File: src/rtl/seq_alu.sv
// Multi-cycle RV32I/M execution unit: 1-cycle base ops, iterative MUL/DIV behind valid/ready.
// SEQ_ALU_FAST_MUL_EN selects a single-cycle multiplier for ops 10-13 instead of the iterative one.
module seq_alu #(
  parameter int unsigned XLEN = 32
) (
  input  logic            CLK,
  input  logic            RESET_N,
  input  logic            FLUSH,
  input  logic            IN_VALID,
  output logic            IN_READY,
  input  logic [XLEN-1:0] X,
  input  logic [XLEN-1:0] Y,
  input  logic [4:0]      OP,
  output logic            OUT_VALID,
  input  logic            OUT_READY,
  output logic [XLEN-1:0] RESULT,
  output logic            ISEQUAL
);

  localparam int unsigned SHW = $clog2(XLEN);
  localparam int unsigned PW  = 2 * XLEN;
  localparam logic [XLEN-1:0] MIN_VAL = {1'b1, {(XLEN-1){1'b0}}};

  localparam logic [1:0] S_IDLE = 2'd0;
  localparam logic [1:0] S_DONE = 2'd1;
  localparam logic [1:0] S_MUL  = 2'd2;
  localparam logic [1:0] S_DIV  = 2'd3;

  localparam logic [4:0] OP_ADD    = 5'd0;
  localparam logic [4:0] OP_SUB    = 5'd1;
  localparam logic [4:0] OP_AND    = 5'd2;
  localparam logic [4:0] OP_OR     = 5'd3;
  localparam logic [4:0] OP_XOR    = 5'd4;
  localparam logic [4:0] OP_SLL    = 5'd5;
  localparam logic [4:0] OP_SRL    = 5'd6;
  localparam logic [4:0] OP_SRA    = 5'd7;
  localparam logic [4:0] OP_SLT    = 5'd8;
  localparam logic [4:0] OP_SLTU   = 5'd9;
  localparam logic [4:0] OP_MUL    = 5'd10;
  localparam logic [4:0] OP_MULH   = 5'd11;
  localparam logic [4:0] OP_MULHSU = 5'd12;
  localparam logic [4:0] OP_MULHU  = 5'd13;
  localparam logic [4:0] OP_DIV    = 5'd14;
  localparam logic [4:0] OP_DIVU   = 5'd15;
  localparam logic [4:0] OP_REM    = 5'd16;
  localparam logic [4:0] OP_REMU   = 5'd17;

  logic [1:0]      state, state_n;
  logic [XLEN-1:0] result_q, result_n;
  logic            iseq_q, iseq_n;
  logic            in_ready_q, in_ready_n;
  logic            out_valid_q, out_valid_n;
  logic [SHW-1:0]  cnt, cnt_n;
  logic [4:0]      op_q, op_n;
  logic            neg_q, neg_n;
  logic            rneg_q, rneg_n;
  logic [XLEN-1:0] opa_q, opa_n;
  // mul: running product; div: {remainder, quotient/dividend}
  logic [PW-1:0]   acc_q, acc_n;

  assign IN_READY  = in_ready_q;
  assign OUT_VALID = out_valid_q;
  assign RESULT    = result_q;
  assign ISEQUAL   = iseq_q;

  // Operand decode at accept time
  logic            is_mul, is_div, div_s, is_quot, sa, sb, div_zero, div_ovf, acc_neg;
  logic [XLEN-1:0] a_mag, b_mag;
  logic [SHW-1:0]  shamt;
  logic [XLEN-1:0] base_res;

  assign is_mul   = (OP >= OP_MUL) && (OP <= OP_MULHU);
  assign is_div   = (OP >= OP_DIV) && (OP <= OP_REMU);
  assign div_s    = (OP == OP_DIV) || (OP == OP_REM);
  assign is_quot  = (OP == OP_DIV) || (OP == OP_DIVU);
  assign sa       = (OP == OP_MULH) || (OP == OP_MULHSU) || div_s;
  assign sb       = (OP == OP_MULH) || div_s;
  assign a_mag    = (sa && X[XLEN-1]) ? -X : X;
  assign b_mag    = (sb && Y[XLEN-1]) ? -Y : Y;
  assign acc_neg  = (sa && X[XLEN-1]) ^ (sb && Y[XLEN-1]);
  assign div_zero = (Y == '0);
  assign div_ovf  = div_s && (X == MIN_VAL) && (Y == '1);
  assign shamt    = Y[SHW-1:0];

  always_comb begin
    base_res = '0;
    case (OP)
      OP_ADD:  base_res = X + Y;
      OP_SUB:  base_res = X - Y;
      OP_AND:  base_res = X & Y;
      OP_OR:   base_res = X | Y;
      OP_XOR:  base_res = X ^ Y;
      OP_SLL:  base_res = X << shamt;
      OP_SRL:  base_res = X >> shamt;
      OP_SRA:  base_res = XLEN'($signed(X) >>> shamt);
      OP_SLT:  base_res = XLEN'($signed(X) < $signed(Y));
      OP_SLTU: base_res = XLEN'(X < Y);
      default: base_res = '0;
    endcase
  end

  // One radix-2 multiply step: conditionally add multiplicand to upper half, shift right
  logic [XLEN:0]   mul_sum;
  logic [PW-1:0]   mul_nx, mul_fin;
  logic [XLEN-1:0] mul_res;
  assign mul_sum = {1'b0, acc_q[PW-1:XLEN]} + {1'b0, (acc_q[0] ? opa_q : '0)};
  assign mul_nx  = {mul_sum, acc_q[XLEN-1:1]};
  assign mul_fin = neg_q ? -mul_nx : mul_nx;
  assign mul_res = (op_q == OP_MUL) ? mul_fin[XLEN-1:0] : mul_fin[PW-1:XLEN];

  // One restoring divide step on magnitudes; signs applied on the final step
  logic [XLEN:0]   div_sh, div_tr;
  logic            div_ge;
  logic [XLEN-1:0] rem_nx, quo_nx, quo_fin, rem_fin, div_res;
  assign div_sh  = {acc_q[PW-1:XLEN], acc_q[XLEN-1]};
  assign div_tr  = div_sh - {1'b0, opa_q};
  assign div_ge  = ~div_tr[XLEN];
  assign rem_nx  = div_ge ? div_tr[XLEN-1:0] : div_sh[XLEN-1:0];
  assign quo_nx  = {acc_q[XLEN-2:0], div_ge};
  assign quo_fin = neg_q ? -quo_nx : quo_nx;
  assign rem_fin = rneg_q ? -rem_nx : rem_nx;
  assign div_res = ((op_q == OP_DIV) || (op_q == OP_DIVU)) ? quo_fin : rem_fin;

`ifdef SEQ_ALU_FAST_MUL_EN
  logic [PW-1:0]   fast_p, fast_f;
  logic [XLEN-1:0] fast_res;
  assign fast_p   = PW'(a_mag) * PW'(b_mag);
  assign fast_f   = acc_neg ? -fast_p : fast_p;
  assign fast_res = (OP == OP_MUL) ? fast_f[XLEN-1:0] : fast_f[PW-1:XLEN];
`endif

  // Next-state and datapath update
  always_comb begin
    state_n  = state;
    result_n = result_q;
    iseq_n   = iseq_q;
    cnt_n    = cnt;
    op_n     = op_q;
    neg_n    = neg_q;
    rneg_n   = rneg_q;
    opa_n    = opa_q;
    acc_n    = acc_q;
    case (state)
      S_IDLE: begin
        if (IN_VALID) begin
          op_n   = OP;
          iseq_n = (X == Y);
          cnt_n  = '0;
          if (is_mul) begin
`ifdef SEQ_ALU_FAST_MUL_EN
            result_n = fast_res;
            state_n  = S_DONE;
`else
            neg_n   = acc_neg;
            opa_n   = a_mag;
            acc_n   = {{XLEN{1'b0}}, b_mag};
            state_n = S_MUL;
`endif
          end else if (is_div) begin
            if (div_zero) begin
              result_n = is_quot ? '1 : X;
              state_n  = S_DONE;
            end else if (div_ovf) begin
              result_n = is_quot ? MIN_VAL : '0;
              state_n  = S_DONE;
            end else begin
              neg_n   = acc_neg;
              rneg_n  = div_s && X[XLEN-1];
              opa_n   = b_mag;
              acc_n   = {{XLEN{1'b0}}, a_mag};
              state_n = S_DIV;
            end
          end else begin
            result_n = base_res;
            state_n  = S_DONE;
          end
        end
      end
      S_MUL: begin
        acc_n = mul_nx;
        cnt_n = cnt + SHW'(1);
        if (cnt == SHW'(XLEN - 1)) begin
          result_n = mul_res;
          state_n  = S_DONE;
        end
      end
      S_DIV: begin
        acc_n = {rem_nx, quo_nx};
        cnt_n = cnt + SHW'(1);
        if (cnt == SHW'(XLEN - 1)) begin
          result_n = div_res;
          state_n  = S_DONE;
        end
      end
      default: begin
        if (OUT_READY) state_n = S_IDLE;
      end
    endcase
    // Abort keeps the previously presented result and flag
    if (FLUSH) begin
      state_n  = S_IDLE;
      result_n = result_q;
      iseq_n   = iseq_q;
      cnt_n    = '0;
    end
    in_ready_n  = (state_n == S_IDLE);
    out_valid_n = (state_n == S_DONE);
  end

  always_ff @(posedge CLK or negedge RESET_N) begin
    if (!RESET_N) begin
      state       <= S_IDLE;
      result_q    <= '0;
      iseq_q      <= 1'b0;
      in_ready_q  <= 1'b1;
      out_valid_q <= 1'b0;
      cnt         <= '0;
      op_q        <= '0;
      neg_q       <= 1'b0;
      rneg_q      <= 1'b0;
      opa_q       <= '0;
      acc_q       <= '0;
    end else begin
      state       <= state_n;
      result_q    <= result_n;
      iseq_q      <= iseq_n;
      in_ready_q  <= in_ready_n;
      out_valid_q <= out_valid_n;
      cnt         <= cnt_n;
      op_q        <= op_n;
      neg_q       <= neg_n;
      rneg_q      <= rneg_n;
      opa_q       <= opa_n;
      acc_q       <= acc_n;
    end
  end

endmodule

File: config.mk
export PLATFORM = sky130hd
export DESIGN_NAME = seq_alu
export DESIGN_NICKNAME = d
export VERILOG_FILES = /design/src/rtl/seq_alu.sv
export SDC_FILE = /design/constraint.sdc
export NUM_CORES = 1
export LEC_CHECK = 0
export CORE_ASPECT_RATIO = 1.1
export CORE_UTILIZATION = 35
export DETAILED_ROUTE_END_ITERATION = 8
export GPL_TIMING_DRIVEN = 0
export PLACE_DENSITY_LB_ADDON = 0.15
export SLEW_MARGIN = 20
export SYNTH_ARGS = -nofsm -noshare
export SYNTH_HDL_FRONTEND = slang
export SYNTH_SLANG_ARGS = --single-unit
File: constraint.sdc
create_clock -name CLK -period 6.88 [get_ports CLK]
set_input_delay 1.376 -clock CLK [delete_from_list [all_inputs] [get_ports CLK]]
set_output_delay 1.376 -clock CLK [all_outputs]
set_load 0.05 [all_outputs]
After elaboration in Yosys (flattened, before gate mapping)
Index checks and enable logic that the tools add are counted. Widths: inputs -> output; s select.

Register bits: 145. Input bits: 74. Output and inout bits: 35. Logic and storage cells: 148.

Add/sub/neg operators: 10. $lt $le $gt $ge: 6. Equality and inequality tests: 35. Shifts and indexed selects: 3. Muxes and demuxes: 46. Bitwise logic cells: 9. Reductions and logical operators: 28.

Operator list (count): $mux 32 (21); $mux 64 (6); $pmux 32 s10 (1); $pmux 64 s3 (1); $neg 32->32 (4); $pmux 32 s3 (1); $eq 32x32->1 const B (2); $lt 32x32->1 (2); $neg 64->64 (1); $eq 5x4->1 const B (9); $add 32x32->33 (1); $sub 33x32->33 (1); $add 32x32->32 (1); $and 32x32->32 (1); $eq 32x32->1 (1); $logic_not 32->1 (1); $or 32x32->32 (1); $shl 32x5->32 (1); $shr 32x5->32 (1); $sshr 32x5->32 (1); $sub 32x32->32 (1); $xor 32x32->32 (1); $eq 5x3->1 const B (4); $mux 2 (8); 30 further kinds (65).

Logic depth before layout (Yosys ltp)
Depth in word-level cells: 12. Depth in mapped cells: 28. Mapped depth without buffers: 25.

Worst setup path after synthesis
No wires, ideal clock.

Path kind: reg-to-reg. Start: register acc_q[31]. End: register result_q[30] (netlist: RESULT[30]). Library setup time: 0.138 ns. Arrival time: 5.861 ns. Data required time: 6.742 ns. Slack: 0.881 ns. Stages on the path, launching flop included: 29. Buffers on the path: 3. Clock period less this slack: 5.999 ns. Cell sequence: dfrtp_1 -> inv_1 -> ha_1 -> inv_1 -> fa_1 -> a211oi_1 -> o211ai_1 -> a31oi_1 -> a211oi_1 -> a2111oi_2 -> nor2_1 -> buf_2 -> inv_2 -> buf_2 -> buf_1 -> nor2_1 -> a21oi_1 -> ha_1 -> nand2_1 -> or3_1 -> o32ai_1 -> nor4bb_1 -> and4_1 -> a31oi_1 -> nand3b_1 -> nor3_1 -> mux2i_1 -> and3_1 -> o221ai_1.

Longest elaborated chain between the ends: 7. Elaborated cells between the ends (all ways): 14. Classes of those cells: 4 x add/sub; 9 x mux; 1 x bitwise.

Ends and longest elaborated chain: start: declaration (RTL line 59) `logic [PW-1:0] acc_q, acc_n;`; start signal: assignment (RTL line 234) `acc_q <= acc_n;`; $sub 33x32->33 (RTL line 116) `assign div_tr = div_sh - {1'b0, opa_q};`; $mux 32 / $not 1->1 (equally long branches) (RTL line 118, 117); $neg 32->32 (on tied branches) (RTL line 121, 120); $mux 32 (on tied branches) (RTL line 121, 120); $mux 32 (RTL line 122) `assign div_res = ((op_q == OP_DIV) || (op_q == OP_DIVU)) ? quo_fin : rem_fin;`; $mux 32 (RTL line 190) `if (cnt == SHW'(XLEN - 1)) begin`; $pmux 32 s3 (*) (RTL line 143) `case (state)`; end signal: assignment (RTL line 225) `result_q <= result_n;`; end: declaration (RTL line 49) `logic [XLEN-1:0] result_q, result_n;`.

Every way passes the cells marked *; elsewhere a longest branch is shown, timed or not. The select of a mux whose other input is x is not followed. A chain may end at the register's enable or synchronous reset.

Worst setup path after layout
Start: input X[12]. End: register result_q[23] (netlist: RESULT[23]).

Longest elaborated chain between the ends: 6. Elaborated cells between the ends (all ways): 15. Classes of those cells: 2 x add/sub; 2 x eq/ne; 3 x shift; 5 x mux; 3 x reduce/logical.

Ends and longest elaborated chain: start: declaration (RTL line 11) `input logic [XLEN-1:0] X,`; $sub 32x32->32 (tied with other cells) (RTL line 89) `OP_SUB: base_res = X - Y;`; $pmux 32 s10 (RTL line 87) `case (OP)`; $mux 32 (RTL line 159) `end else if (is_div) begin`; $mux 32 (RTL line 149) `if (is_mul) begin`; $mux 32 (RTL line 145) `if (IN_VALID) begin`; $pmux 32 s3 (RTL line 143).

Several ways; a longest one is shown, not always the timed one. The select of a mux whose other input is x is not followed.

==> impl_metrics.ini <==
[sta]
holdWs_ps = 481
timing.fmax_mhz = 144
period_needed_ps = 6950
tightest_slew_ps = 1330
hold_violations = 0
setup_viol = 2
worst_slack_ps = -65.0
fin_crit_sh_pct = 101
max_slew_margin_pct = 11.2
tns_ps = -67.7
rsz0062_at_grt = yes
clock_skew_ps = 11.4
slew_violations = 0

[synth]
synth_warnings = 0
synthArstFlopShare_pct = 100
yosys_register_bits = 145
synthDistinctLibCells = 94
seq_area_frac_synth_pct = 14.4
ys.flop_type = dfrtp_1
synth_area_leaders = dfrtp_1, ha_1, a21oi_1
netlist.area_leader.share_pct = 14.3
yosys.area.top_type = dfrtp_1
synth_edf_count = 0
synthCells = 3654
syn_area_per_cell_um2 = 6.91
syn-num-nets = 3901
netlist_area_um2 = 25300

[drt]
wl_per_cell_um = 33.0
vias_per_cell = 6.52
vias = 31000
drc = 0
wirelength_um = 157000
ant_nets = 0
drt_iter0_drc = 3593
dr.pass1.iters = 6

[hold_path]
min_from = opa_q[16]$_DFFE_PN0P_
hold_class = reg2reg
holdPathStages = 2

[floorplanning]
io_pins = 109
core_um2 = 71000
dieArea_um2 = 73200
die_x_um = 258
die_h_um = 284
start_util_pct = 35.6
core.rowCount = 102

[layout]
area_growth_pct = 13.6
final_nets = 4045
drive_above_1_share_pct = 6.38
final_cells = 4753
final_area_um2 = 28700
fillers = 7719

[clock_network]
cts.clk_slew.worst_paths_ps = 70
cts_tree = yes
root_buffer = clkbuf_16
clock_path_buffers = 2
htreeDepth = 4
clkSinkCount = 145
cts_buffers = 17
clkLatencyLatePin_ps = 470

[power]
p_leak_nw = 11.0
vdd.ir_drop.worst_mv = 0.185
power_density_nw_per_um2 = 356

[status]
violations = negative setup slack
status = finished, violations left

[global_routing]
grt_max_degree = 77
first_global_vias = 29700
grt_antenna_before_repair = 5
grt_pass1_wl_um = 219000
globalRouteOverflowTotal = 0
grt_util_all_layers_pct = 41.6

[critical_path]
critPathRequiredTime_ps = 7200
cp-start-kind = input pin
endpoint_kind = register
worstPathMaxFanout = 10
rrSetupSlack_ps = 200
worstReg2RegStart = acc_q[31]$_DFFE_PN0P_
reg2reg_depth = 28
crit_end = RESULT[23]$_DFFE_PN0P_
crit_start = X[12]
cp.arrival_ps = 7270
r2r-end = RESULT[30]$_DFFE_PN0P_
crit_type = in2reg

[placed_design]
gp_congestion = 1.07
postPlaceCellArea_um2 = 27600
io_buffers = 106
post-dp-hpwl_um = 128000
place_inst = 4705

[flow_run]
drv_cap = 0
-- metrics by stage --
step	power (W)	setup WS (ps)	utilization, %
after floorplan	0.00632	881	-
after global placement	0.00878	-3270	38.7
after detailed placement	0.00875	-2790	38.9
after CTS	0.00991	0.531	40.1
after global routing	0.0108	-138	40.4
final	0.0102	-65.0	40.4
-- cells by family (layout without fill, tap and decap cells) --
logic type,Yosys count,count (layout),synth area share (%)
AND/OR/NAND/NOR,1237,1237,22.4
other,0,6,0
AO/OA/AOI/OAI,1277,1277,32.3
adder cells (fa/ha/maj),173,173,8.69
buffers and inverters,446,603,6.73
flip-flops,145,145,14.4
multiplexers,152,152,7.71
XOR/XNOR,224,224,7.77
-- cell usage in the layout (no fill, tap or decap), types with 32 or more instances in the layout --
master	n
nor4_1	39
xnor2_1	156
o31ai_1	56
nor2_1	445
o21ai_0	331
a21oi_1	346
mux2_2	40
ha_1	167
nand2_1	371
a22o_1	32
clkbuf_1	226
nand4_1	45
a31oi_1	51
inv_1	151
dfrtp_1	143
xor2_1	68
a211oi_1	77
nor3_1	68
mux2i_1	82
clkdlybuf4s50_1	103
nand3_1	67
-- worst max-delay path: stages --
cell and delay [ps]:
clkdlybuf4s50_1 650, clkbuf_1 610, inv_1 260, ha_1 350
clkbuf_1 270, nor3_1 300, nand3_1 220, nor2_1 670
a221oi_2 150, buf_4 230, o22ai_1 390, o22ai_1 150
o21ai_0 590, a31oi_1 330, a211oi_1 580, a21oi_1 120
-- cell type report --
cell class | instances | area [µm²] | share of cell area (%)
Timing Repair inverter | 1 | 5.00 | 0.0174
Clock buffer | 17 | 425 | 1.48
Antenna cell | 6 | 15.0 | 0.0523
Multi-Input combinational cell | 3063 | 20200 | 70.5
Sequential cell | 145 | 3630 | 12.7
Timing Repair Buffer | 130 | 1280 | 4.45
Clock inverter | 15 | 165 | 0.576
Tap cell | 936 | 1170 | 4.08
Inverter | 159 | 616 | 2.15
Buffer | 281 | 1140 | 3.99
-- worst min-delay path by stage --
stage                                 end  slack [ps]
finish              opa_q[16]$_DFFE_PN0P_         480
CTS                 opa_q[17]$_DFFE_PN0P_         490
global route        opa_q[10]$_DFFE_PN0P_         520
global placement     opa_q[9]$_DFFE_PN0P_         460
floorplan           opa_q[10]$_DFFE_PN0P_         450
detailed placement  opa_q[17]$_DFFE_PN0P_         470
-- what timing repair did --
action                                  in CTS  in global routing
setup buffers                                4                 10
cloned                                       0                  1
hold buffers                                 0                  0
endpoints found under the setup margin     125                 22
pin swaps                                    4                  8
gates resized for setup                     62                 28
-- Yosys cell counts, types with 10 or more instances --
cell type / number
o41ai_1: 19
a22o_1: 32
a21oi_1: 348
a211o_1: 15
or3_1: 24
nand3_1: 67
a211oi_1: 82
nand2_1: 371
a2111oi_0: 13
xnor2_1: 156
a21o_1: 26
mux4_2: 30
mux2_2: 40
nor2b_1: 25
nor4_1: 42
or4_1: 13
o21a_1: 21
o21bai_1: 26
or2_2: 10
xor2_1: 68
nor3_1: 73
a221o_1: 17
a22oi_1: 16
a221oi_1: 28
clkbuf_1: 243
a41oi_1: 11
nor2_1: 447
a31oi_1: 53
inv_1: 155
dfrtp_1: 144
and3_1: 24
buf_2: 11
o21ai_0: 336
nor3b_1: 11
o22ai_1: 29
buf_1: 31
mux2i_1: 82
o31ai_1: 57
ha_1: 169
o211ai_1: 28
nand2b_1: 24
nand4_1: 45
and2_1: 22
o221ai_1: 20
-- routing by layer --
| layer | share of wire, % | global-route usage (%) | up-vias |
|---|---|---|---|
| li1 | - | - | 13700 |
| met1 | 36 | 46.0 | 14700 |
| met2 | 46 | 68.7 | 1958 |
| met3 | 7.1 | 6.65 | 647 |
| met4 | 11 | 37.4 | 0 |
| met5 | 0 | 0 | - |
-- state kept, by name, summed over array words and instances (netlist names) --
signal and cells:
IN_READY 1, acc_q 64, ISEQUAL 1, RESULT 32, op_q 5, cnt 5, opa_q 32, rneg_q 1
neg_q 1, state 2, OUT_VALID 1
-- power by group --
group	switching (W)	internal, W
combinational	0.00519	0.00258
sequential	0.000322	0.00114
clock	0.000471	0.000515
Note: power is estimated with default switching activity, not from simulation.
